[config.mk]
export PLATFORM = sky130hd
export DESIGN_NAME = compare_lt_iter
export DESIGN_NICKNAME = d
export VERILOG_FILES = /design/src/rtl/compare_lt_iter.sv
export SDC_FILE = /design/constraint.sdc
export NUM_CORES = 1
export LEC_CHECK = 0
export CAP_MARGIN = 40
export CORE_ASPECT_RATIO = 0.7
export CORE_MARGIN = 2
export CORE_UTILIZATION = 52
export DETAILED_ROUTE_END_ITERATION = 10
export PLACE_DENSITY = 0.84
export SYNTH_ARGS = -nofsm -noshare
export SYNTH_HDL_FRONTEND = slang
export SYNTH_SLANG_ARGS = --single-unit
[constraint.sdc]
create_clock -name clk -period 4.1 [get_ports clk]
set_input_delay 1.025 -clock clk [delete_from_list [all_inputs] [get_ports clk]]
set_output_delay 1.025 -clock clk [all_outputs]
set_load 0.05 [all_outputs]
[src/rtl/compare_lt_iter.sv]
// Iterative less-than / less-or-equal comparator, CHUNK bits per cycle, MSB chunk first.
// Optional COMPARE_LT_EARLY_EXIT_EN: finish at the first differing chunk instead of after all chunks.
module compare_lt_iter #(
    parameter int WIDTH = 32,
    parameter int CHUNK = 8
) (
    input  logic             clk,
    input  logic             rst,
    input  logic             flush,
    input  logic             in_valid,
    output logic             in_ready,
    input  logic [WIDTH-1:0] data1,
    input  logic [WIDTH-1:0] data2,
    input  logic             is_equal,
    input  logic             is_signed,
    output logic             out_valid,
    input  logic             out_ready,
    output logic             result,
    output logic             busy
);

    localparam int NCHUNK = WIDTH / CHUNK;
    localparam int IDXW   = (NCHUNK > 1) ? $clog2(NCHUNK) : 1;
    localparam logic [IDXW-1:0] IDX_LAST = IDXW'(NCHUNK - 1);

    typedef enum logic [1:0] {IDLE, BUSY, DONE} state_t;

    state_t           r_state;
    state_t           w_state_nxt;
    logic [WIDTH-1:0] r_op1;
    logic [WIDTH-1:0] r_op2;
    logic             r_is_equal;
    logic             r_found;
    logic             r_result;
    logic [IDXW-1:0]  r_idx;

    logic [WIDTH-1:0] w_bias;
    logic [31:0]      w_shamt;
    logic [WIDTH-1:0] w_sh1;
    logic [WIDTH-1:0] w_sh2;
    logic [CHUNK-1:0] w_a;
    logic [CHUNK-1:0] w_b;
    logic             w_first_diff;
    logic             w_last;
    logic             w_accept;

    // Flipping the sign bit maps two's-complement order onto unsigned order.
    assign w_bias       = {is_signed, {(WIDTH-1){1'b0}}};
    assign w_shamt      = 32'(r_idx) * 32'(CHUNK);
    assign w_sh1        = r_op1 >> w_shamt;
    assign w_sh2        = r_op2 >> w_shamt;
    assign w_a          = w_sh1[CHUNK-1:0];
    assign w_b          = w_sh2[CHUNK-1:0];
    assign w_first_diff = (w_a != w_b) && !r_found;
    assign w_last       = (r_idx == '0);
    assign w_accept     = (r_state == IDLE) && in_valid && !flush;
    assign result       = r_result;

    always_ff @(posedge clk or posedge rst) begin
        if (rst) begin
            r_state <= IDLE;
        end else begin
            r_state <= w_state_nxt;
        end
    end

    always_comb begin
        w_state_nxt = r_state;
        in_ready    = 1'b0;
        out_valid   = 1'b0;
        busy        = 1'b0;
        case (r_state)
            IDLE: begin
                in_ready = 1'b1;
                if (in_valid) begin
                    w_state_nxt = BUSY;
                end
            end
            BUSY: begin
                busy = 1'b1;
`ifdef COMPARE_LT_EARLY_EXIT_EN
                if (w_first_diff || w_last) begin
                    w_state_nxt = DONE;
                end
`else
                if (w_last) begin
                    w_state_nxt = DONE;
                end
`endif
            end
            DONE: begin
                busy      = 1'b1;
                out_valid = 1'b1;
                if (out_ready) begin
                    w_state_nxt = IDLE;
                end
            end
            default: w_state_nxt = IDLE;
        endcase
        // Abort wins over both accept and completion.
        if (flush) begin
            w_state_nxt = IDLE;
        end
    end

    always_ff @(posedge clk or posedge rst) begin
        if (rst) begin
            r_result <= 1'b0;
            r_found  <= 1'b0;
            r_idx    <= '0;
        end else if (!flush) begin
            if (w_accept) begin
                r_found <= 1'b0;
                r_idx   <= IDX_LAST;
            end else if (r_state == BUSY) begin
                if (w_first_diff) begin
                    r_result <= (w_a < w_b);
                    r_found  <= 1'b1;
                end else if (w_last && !r_found) begin
                    r_result <= r_is_equal;
                end
                if (!w_last) begin
                    r_idx <= r_idx - 1'b1;
                end
            end
        end
    end

    always_ff @(posedge clk) begin
        if (w_accept) begin
            r_op1      <= data1 ^ w_bias;
            r_op2      <= data2 ^ w_bias;
            r_is_equal <= is_equal;
        end
    end

endmodule
==> run_results.csv <==
group,metric,value,unit
clock_network,holdBufCountCts,0,
worst_setup_path,path_cells,"inv_1 > ha_1 > clkdlybuf4s50_1",
sta,maxSlewHeadroom,48.2,%
final_layout,diodes,0,
clock_network,htree_levels,3,
worst_setup_path,reg2reg_slack,1.41,ns
clock_network,post_cts_resized,0,
final_layout,final_nets,325,
worst_setup_path,required,3.07,ns
worst_setup_path,critical_path.startpoint_type,"register",
route,routed_wl,4.99,mm
route,drtAntennaViolNets,0,
final_layout,final_cell_mix,"clkdlybuf4s50_1, edfxtp_1, inv_1",
sta,finalHoldViolations,0,
worst_setup_path,critical_path.startpoint,"r_state[0]",
clock_network,cts_tree,"done",
route,avgViaCountPerCell,5.15,
synthesis,ys_warn_count,0,
pwr,power.density,522,nW/um^2
synthesis,synth-seq-area-share,70.7,%
sta,fin_ws,1.17,ns
placement,io_buffers,74,
route,dr.pass1.iters,4,
synthesis,avgSynthCellArea,18.9,um^2
worst_setup_path,cp-end-kind,"output pin",
clock_network,cts-root-to-sink-buffers,2,
run,max_cap_viol_count,0,
placement,dpl.hpwl,3.70,mm
pwr,ir_drop,0.273,mV
worst_setup_path,r2r_start,"r_idx[0]",
pwr,power.leakage,1.47,nW
sta,timing.final.crit_share,71.4,%
sta,rsz0062_at_grt,"no",
route,via_count,1637,
sta,setup_viol_count_final,0,
worst_setup_path,cp_max_fo,4,
die,io_pins,75,
global_route,grt_pass1_wl,7.70,mm
sta,drv_slew,0,
synthesis,synthesis.area,2970,um^2
clock_network,clk_latency,0.33,ns
clock_network,postCtsSetupBuffers,0,
worst_setup_path,ff2ff_path_depth,8,
clock_network,clock-sinks,71,
route,detail_route.wl_per_cell,15.7,um
worst_setup_path,critPathArrivalTime,1.90,ns
clock_network,path_clk_slew,0.07,ns
die,die_w,94.4,um
hold_path,hold_path.class,"register to register",
placement,place_congestion,0.852,
synthesis,syn_inst,157,
global_route,first_global_vias,1600,
worst_setup_path,crit_type,"register to output pin",
final_layout,area_growth,33.3,%
worst_setup_path,slowest_stage,"clkdlybuf4s50_1",
worst_setup_path,critPathMaxStageDelay,0.79,ns
sta,period_needed,2.93,ns
global_route,antenna_found_initial,0,
global_route,grt_overflow_total,0,
die,die-height,67.2,um
synthesis,syn-num-nets,241,
final_layout,drive_above_1_share,13.0,%
route,drtIter0Drc,88,
synthesis,synth_cell_types,31,
clock_network,numCtsBuffers,9,
sta,fin_skew,0.00787,ns
synthesis,synth.ff_latch_count,71,
clock_network,root_buffer,"clkbuf_8",
global_route,grt.total_usage,17.4,%
die,placementRows,22,
route,route.detailed.drc,0,
worst_setup_path,r2r-end,"result",
final_layout,layout_commonest_cell,"clkdlybuf4s50_1",
die,initial_core_util,55.4,%
outcome,status,"finished clean",
placement,preCtsSetupSlack,0.966,ns
sta,setup_tns,0,ns
global_route,grt_max_degree,33,
die,core-area,5370,um^2
die,die_area,6340,um^2
worst_setup_path,crit_end,"busy",
sta,max_freq,342,MHz
sta,tightest_slew,0.777,ns
==> final cells by class <==
class	count	area, um^2
Sequential cell	71	2100
Clock inverter	5	25.0
Fill cell	346	1410
Timing Repair Buffer	77	783
Clock buffer	11	131
Tap cell	72	90.1
Inverter	17	63.8
Multi-Input combinational cell	65	764
==> cell usage after synthesis, drive strengths merged <==
master | instances | share of area (%)
dfrtp | 6 | 5.1
o21ai | 6 | 1.0
nor2b | 1 | 0.21
mux4 | 16 | 13
nor2 | 4 | 0.59
and4 | 1 | 0.38
ha | 13 | 5.5
a211oi | 2 | 0.51
edfxtp | 65 | 66
mux2i | 1 | 0.34
a31oi | 1 | 0.21
o21a | 1 | 0.25
nand2 | 4 | 0.51
nor3 | 1 | 0.17
xor2 | 2 | 0.59
a21oi | 4 | 0.67
inv | 17 | 2.1
a22oi | 1 | 0.42
o32a | 1 | 0.34
o311ai | 1 | 0.29
or3 | 1 | 0.21
o211a | 1 | 0.34
nand3 | 1 | 0.17
nand2b | 1 | 0.21
or2 | 1 | 0.21
buf | 4 | 1.4
==> worst max-delay path, delay by kind of cell, from the launching register on <==
family / cells / cell delay, ns
buffers and inverters: 2 / 0.87
flip-flops: 1 / 0.42
adder cells (fa/ha/maj): 1 / 0.28
==> metal layers <==
metal / part of all wire, % / vias to the layer above / global-route usage (%)
met5: 0 / - / 0
met2: 45 / 80 / 25.3
met1: 47 / 768 / 23.4
met3: 8.3 / 4 / 8.15
li1: - / 785 / -
met4: 0.50 / 0 / 5.98
==> cell families (layout without fill, tap and decap cells) <==
family / Yosys count / after routing / synth area share, %
AO/OA/AOI/OAI: 18 / 18 / 4.04
XOR/XNOR: 2 / 2 / 0.590
AND/OR/NAND/NOR: 15 / 15 / 2.65
adder cells (fa/ha/maj): 13 / 13 / 5.47
buffers and inverters: 21 / 110 / 3.54
multiplexers: 17 / 17 / 13.0
flip-flops: 71 / 71 / 70.7
==> sequential cells by signal, summed over array words and instances, names as in the netlist <==
name	count
r_is_equal	1
r_op1	32
result	1
r_idx	2
r_op2	32
r_found	1
r_state	2
==> per-stage QoR <==
step / hold WS (ns) / power [W] / cell area, um^2 / cells / utilization [%]
after global placement: 0.501 / 0.00159 / 3780 / 301 / 70.3
after detailed placement: 0.511 / 0.00164 / 3800 / 302 / 70.9
after CTS: 0.526 / 0.00209 / 3960 / 318 / 73.8
after floorplan: 0.487 / 0.00144 / 2970 / 157 / -
final: 0.528 / 0.00207 / 3960 / 318 / 73.8
after global routing: 0.549 / 0.00220 / 3960 / 318 / 73.8
==> worst min-delay path by stage <==
stage | end | slack (ns) | start | cells past startpoint
4_1_cts | result | 0.53 | result | 1
2_1_floorplan | r_found | 0.49 | r_found | 1
3_3_place_gp | result | 0.50 | result | 1
6_report | result | 0.53 | result | 1
3_5_place_dp | result | 0.51 | result | 1
5_1_grt | result | 0.55 | result | 1
==> report_power, final <==
part,internal [W],switching [W]
Sequential,0.000876,0.0000751
Clock,0.000213,0.000233
Combinational,0.000367,0.000300
Total,0.00146,0.000609
No activity file was read; power rests on OpenSTA's default activity.
